===== config.mk =====
export PLATFORM = sky130hd
export DESIGN_NAME = main_controller
export DESIGN_NICKNAME = d
export VERILOG_FILES = /design/src/rtl/main_controller.sv
export SDC_FILE = /design/constraint.sdc
export NUM_CORES = 2
export LEC_CHECK = 0
export ABC_AREA = 1
export CORE_ASPECT_RATIO = 1.25
export CORE_MARGIN = 2
export CORE_UTILIZATION = 40
export CTS_CLUSTER_SIZE = 8
export DETAILED_ROUTE_END_ITERATION = 7
export GPL_ROUTABILITY_DRIVEN = 0
export PLACE_DENSITY = 0.66
export SETUP_SLACK_MARGIN = 0.02
export SLEW_MARGIN = 40
export SYNTH_ARGS = -nofsm -noshare
export SYNTH_HDL_FRONTEND = slang
export SYNTH_SLANG_ARGS = --single-unit

===== constraint.sdc =====
create_clock -name clk -period 20.5 [get_ports clk]
set_clock_uncertainty 0.1 [all_clocks]
set_input_delay 5.125 -clock clk [delete_from_list [all_inputs] [get_ports clk]]
set_output_delay 5.125 -clock clk [all_outputs]
set_load 0.005 [all_outputs]

===== src/rtl/main_controller.sv =====
// main_controller: serial image load then per-pixel Moravec corner scoring over a 3x3 window
module main_controller #(
  parameter int N = 8,
  parameter int bitSize = $clog2(N*N),
  parameter int pixelWidth = 8,
  parameter int THRESH = 5000
) (
  input  logic clk,
  input  logic rst,
  input  logic we,
  input  logic [pixelWidth-1:0] data_in,
  output logic out_valid,
  output logic [bitSize-1:0] out_addr,
  output logic [2*pixelWidth:0] out_score,
  output logic out_corner,
  output logic busy,
  output logic done
);
  localparam int SW = 2*pixelWidth+1;
  localparam logic [1:0] IDLE = 2'd0, LOAD = 2'd1, PROC = 2'd2, DONE = 2'd3;
  localparam logic [bitSize-1:0] LAST = bitSize'(N*N-1);
  logic [1:0] state;
  logic [bitSize-1:0] wr_addr, rd_pix, raddr, row, col;
  logic [3:0] k;
  logic [pixelWidth-1:0] ram [N*N];
  logic [pixelWidth-1:0] rdata;
  logic [pixelWidth-1:0] win [9];
  logic [SW-1:0] score, v_ew, v_ns, v_d1, v_d2, m_a, m_b, m_min;
  logic border;

  function automatic logic [2*pixelWidth-1:0] sq(input logic [pixelWidth-1:0] a, input logic [pixelWidth-1:0] b);
    logic signed [2*pixelWidth+1:0] d, p;
    d = (2*pixelWidth+2)'($signed({1'b0, a}) - $signed({1'b0, b}));
    p = d * d;
    return p[2*pixelWidth-1:0];
  endfunction

  function automatic logic [SW-1:0] pair(input logic [pixelWidth-1:0] c, input logic [pixelWidth-1:0] a, input logic [pixelWidth-1:0] b);
    return {1'b0, sq(c, a)} + {1'b0, sq(c, b)};
  endfunction

  // window tap k walks NW..SE around rd_pix; border pixels may wrap, their data is ignored
  assign raddr = bitSize'(int'(rd_pix) + (int'(k) / 3 - 1) * N + int'(k) % 3 - 1);
  assign row = rd_pix / bitSize'(N);
  assign col = rd_pix % bitSize'(N);
  assign border = row == '0 || row == bitSize'(N-1) || col == '0 || col == bitSize'(N-1);
  assign v_ew = pair(win[4], win[5], win[3]);
  assign v_ns = pair(win[4], win[1], win[7]);
  assign v_d1 = pair(win[4], win[0], win[8]);
  assign v_d2 = pair(win[4], win[2], win[6]);
  assign m_a = v_ew < v_ns ? v_ew : v_ns;
  assign m_b = v_d1 < v_d2 ? v_d1 : v_d2;
  assign m_min = m_a < m_b ? m_a : m_b;
  assign busy = state == PROC;
  assign done = state == DONE;

  // image RAM write port: first write of a load always lands at address 0
  always_ff @(posedge clk)
    if (we && !rst) ram[state == LOAD ? wr_addr : '0] <= data_in;

  // registered RAM read, then shift into the window slot of the previous tap
  always_ff @(posedge clk) begin
    rdata <= ram[raddr];
    if (k >= 4'd1 && k <= 4'd9) win[k - 4'd1] <= rdata;
  end

  // control FSM, phase sequencing and result registers
  always_ff @(posedge clk) begin
    if (rst) begin
      state <= IDLE;
      wr_addr <= '0;
      rd_pix <= '0;
      k <= '0;
      score <= '0;
      out_valid <= 1'b0;
      out_addr <= '0;
      out_score <= '0;
      out_corner <= 1'b0;
    end else begin
      out_valid <= 1'b0;
      if (we) begin
        state <= LOAD;
        wr_addr <= state != LOAD ? bitSize'(1) : wr_addr == LAST ? '0 : wr_addr + 1'b1;
      end else if (state == LOAD) begin
        state <= PROC;
        rd_pix <= '0;
        k <= '0;
      end else if (state == PROC) begin
        if (out_valid && out_addr == LAST) state <= DONE;
        k <= k == 4'd11 ? 4'd0 : k + 4'd1;
        if (k == 4'd10) score <= border ? '0 : m_min;
        if (k == 4'd11) begin
          rd_pix <= rd_pix == LAST ? '0 : rd_pix + 1'b1;
          out_valid <= 1'b1;
          out_addr <= rd_pix;
          out_score <= score;
          out_corner <= score > SW'(THRESH);
        end
      end
    end
  end
endmodule


==> results_tabular.tex <==
\begin{tabular}{lr}
\hline
Metric & Value \\
\hline
\multicolumn{2}{l}{\textbf{Cells and area}} \\
\quad Share of layout cells above drive strength 1 & 3.93\% \\
\quad Number of nets in the layout & 6430 \\
\quad FILL cells & 12300 \\
\quad Area Overhead vs Synth & 9.33\% \\
\multicolumn{2}{l}{\textbf{Synth}} \\
\quad Synth async-reset ratio & 0\% \\
\quad Netlist cell types & 60 \\
\quad Flop and latch count out of synthesis & about 650 \\
\quad Share of the yosys chip area belonging to registers & 36.6\% \\
\quad Syn\_area\_per\_cell & 9.37 µm² \\
\quad Synthesized instance count & $\sim$5500 \\
\quad Yosys synthesis warning count & 0 \\
\quad Number of flops mapped to enable cells by yosys & 584 \\
\quad Primary FF master, synth & edfxtp\_1 \\
\quad Net Count, Synth & 6416 \\
\quad Total standard cell area after synthesis & between 50000 and 60000 µm² \\
\multicolumn{2}{l}{\textbf{Timing}} \\
\quad Setup tns final & 0 ps \\
\quad Post-layout minimum cycle time & roughly 13000 ps \\
\quad Tcrit/Tclk final & 61.7\% \\
\quad Worst slew margin relative to its limit & between 40\% and 50\% \\
\quad Setup violations, final & 0 \\
\quad Top achievable clock speed & 79.1 MHz \\
\quad RSZ-0062 raised after global routing & false \\
\quad Slew Viols, Final & 0 \\
\quad Worst-margin pin slew & roughly 860 ps \\
\quad Hold violation total from the final report & 0 \\
\multicolumn{2}{l}{\textbf{Route}} \\
\quad DRC violation count after routing & 0 \\
\quad Total number of vias & 37900 \\
\quad Initial DRC Count & 2650 \\
\quad Routed length per placed instance & 17.5 µm \\
\quad Avg Vias per Cell & 5.20 \\
\quad Number of detailed-routing iterations run before antenna repair & 5 \\
\quad Wire length reported by the detailed router & $\sim$130000 µm \\
\quad Antenna Nets Post-Route & 0 \\
\multicolumn{2}{l}{\textbf{Setup path}} \\
\quad Largest fanout on the critical path & 27 \\
\quad Critical path buffers and inverters & 11 \\
\quad Cell with the largest stage delay on the worst path & a21oi\_2 \\
\quad Startpoint kind of the worst setup timing path & flip-flop \\
\quad Most frequent CP cell & inv\_1 \\
\quad Peak per-stage delay on the critical path & $\sim$600 ps \\
\quad Critical path endpoint category & flip-flop \\
\quad Worst path required time & 20960 ps \\
\quad Arrival time of the worst setup path & 13100 ps \\
\quad Path type of the worst setup path & reg -> reg \\
\quad Largest delay share family, worst path & adder cells \\
\multicolumn{2}{l}{\textbf{Outcome}} \\
\quad Result of the run & completed \\
\multicolumn{2}{l}{\textbf{Clocking}} \\
\quad Level count of the clock H-tree & 3 \\
\quad Post-CTS resize count & 0 \\
\quad TritonCTS clock tree & yes \\
\quad Number of buffers inserted during clock tree synthesis & just over 90 \\
\quad Clk\_lat worst skew & 650 ps \\
\quad Count of hold-fix buffers inserted at cts & 0 \\
\quad Root buf cell & clkbuf\_16 \\
\quad Clock Tree Buf Depth & 3 \\
\quad Clock Pin Slew Worst Setup and Hold Paths & 50 ps \\
\quad Setup Fix Bufs, Post-CTS & 0 \\
\quad Total clock sinks & 652 \\
\multicolumn{2}{l}{\textbf{Worst hold path}} \\
\quad Worst hold path class & reg -> reg \\
\multicolumn{2}{l}{\textbf{Job}} \\
\quad Number of max-capacitance violations reported & 0 \\
\multicolumn{2}{l}{\textbf{Global route}} \\
\quad Number of antenna violations at the first check in global routing & 0 \\
\quad GRT Total Usage & 19.3\% \\
\quad Vias in the first global route & 39000 \\
\quad Pin count of the biggest net entering global routing & about 110 \\
\quad Global-route wire length before repair & 205000 µm \\
\quad Aggregate global routing overflow & 0 \\
\multicolumn{2}{l}{\textbf{Floorplan}} \\
\quad Die Span Y & 406 µm \\
\quad Core area & 128000 µm² \\
\quad Horizontal extent of the die & roughly 330 µm \\
\quad Boundary pin count & 38 \\
\quad Initial standard-cell utilization of the core & 40.3\% \\
\quad Die area & 132000 µm² \\
\quad Count of standard-cell rows & around 150 \\
\multicolumn{2}{l}{\textbf{Place}} \\
\quad Number of buffers added on ports & 37 \\
\quad Hpwl dp & 93500 µm \\
\hline
\end{tabular}
-- area by class of cell --
type                       count  area (µm²)  share of cell area (%)
antenna                        1        2.50                 0.00443
clock buffer                 119        2420                    4.29
clock inverter                 9         151                   0.268
inverter                    1034        3890                    6.89
multi-input combinational   3690       28400                    50.3
sequential                   652       18900                    33.4
tap                         1713        2140                    3.79
timing repair buffer          63         554                   0.981
-- final timing paths --
path	start	end	slack, ps	cells after the start
hold / removal	score[13]	score[13]	370	2
setup reg to reg	win[4][0]	score[10]	7860	55
setup / recovery	win[4][0]	score[10]	7860	55
hold reg to reg	score[13]	score[13]	370	2
-- layout by cell type, fill, tap and decap left out, types with 29 or more instances in the layout --
cell type	n
a21oi_1	226
clkbuf_16	92
nand3_1	208
ha_1	468
dfxtp_1	68
fa_1	415
o21ai_0	368
nor3_1	32
nand2_1	664
xor2_1	121
xnor2_1	99
edfxtp_1	584
clkdlybuf4s50_1	29
nor2_1	707
o221ai_1	113
inv_1	1003
-- state kept, by name, indices dropped and copies added (netlist names), 2 cells and up --
register	cells
out_addr	6
wr_addr	6
state	2
k	4
rd_pix	6
win	72
score	17
rdata	8
ram	512
out_score	17
-- stage by stage --
| step | std cells | cell area (µm²) | hold WS (ps) | setup WS [ps] | utilization, % |
|---|---|---|---|---|---|
| floorplan | 5519 | 51700 | 337 | 10030 | - |
| global placement | 7150 | 53800 | 355 | 7720 | 41.9 |
| detailed placement | 7152 | 53900 | 361 | 7930 | 42.0 |
| CTS | 7280 | 56400 | 369 | 7940 | 44.0 |
| global route | 7280 | 56500 | 396 | 6810 | 44.0 |
| finish | 7281 | 56500 | 368 | 7860 | 44.0 |
-- cells in the mapped netlist (15+ instances only) --
library cell | n | area (µm²)
o22ai_1 | 23 | 144
nand3_1 | 208 | 1040
clkinv_1 | 21 | 78.8
fa_1 | 415 | 8310
or2_2 | 19 | 119
o21bai_1 | 15 | 113
o21ai_0 | 369 | 1850
dfxtp_1 | 68 | 1360
xor2_1 | 121 | 1060
nand2_1 | 664 | 2490
clkbuf_1 | 109 | 409
inv_1 | 1006 | 3780
a21oi_1 | 227 | 1140
nor2_1 | 732 | 2750
nor3_1 | 32 | 160
o211ai_1 | 18 | 135
buf_2 | 30 | 150
a21o_1 | 22 | 165
o21ai_1 | 15 | 75.1
edfxtp_1 | 584 | 17500
o221ai_1 | 113 | 990
ha_1 | 471 | 5890
nand4_1 | 22 | 138
xnor2_1 | 100 | 876
-- logic make-up after synthesis --
| family | Yosys count | share of synthesized area, % |
|---|---|---|
| xor gates and xnor gates | 224 | 3.84 |
| and+or+nand+nor | 1720 | 13.6 |
| DFF | 652 | 36.6 |
| adders and majority gates | 886 | 27.5 |
| AOI/OAI and AO/OA | 859 | 9.83 |
| buffers and inverters | 1177 | 8.63 |
| muxes | 1 | 0.0194 |
-- layer usage --
layer  GRT usage, %  share of wire (%)
met4           8.89                4.7
met1           22.6                 39
met5              0                  0
met2           35.5                 52
met3           2.06                4.7
-- worst min-delay path, cell delays in order (launching register included) --
cell and delay [ps]:
dfxtp_1 300, nand2_1 60, a21oi_1 60
Power is not shown: default switching activity piles up to over one toggle a cycle in this logic, so the estimate is an artifact.
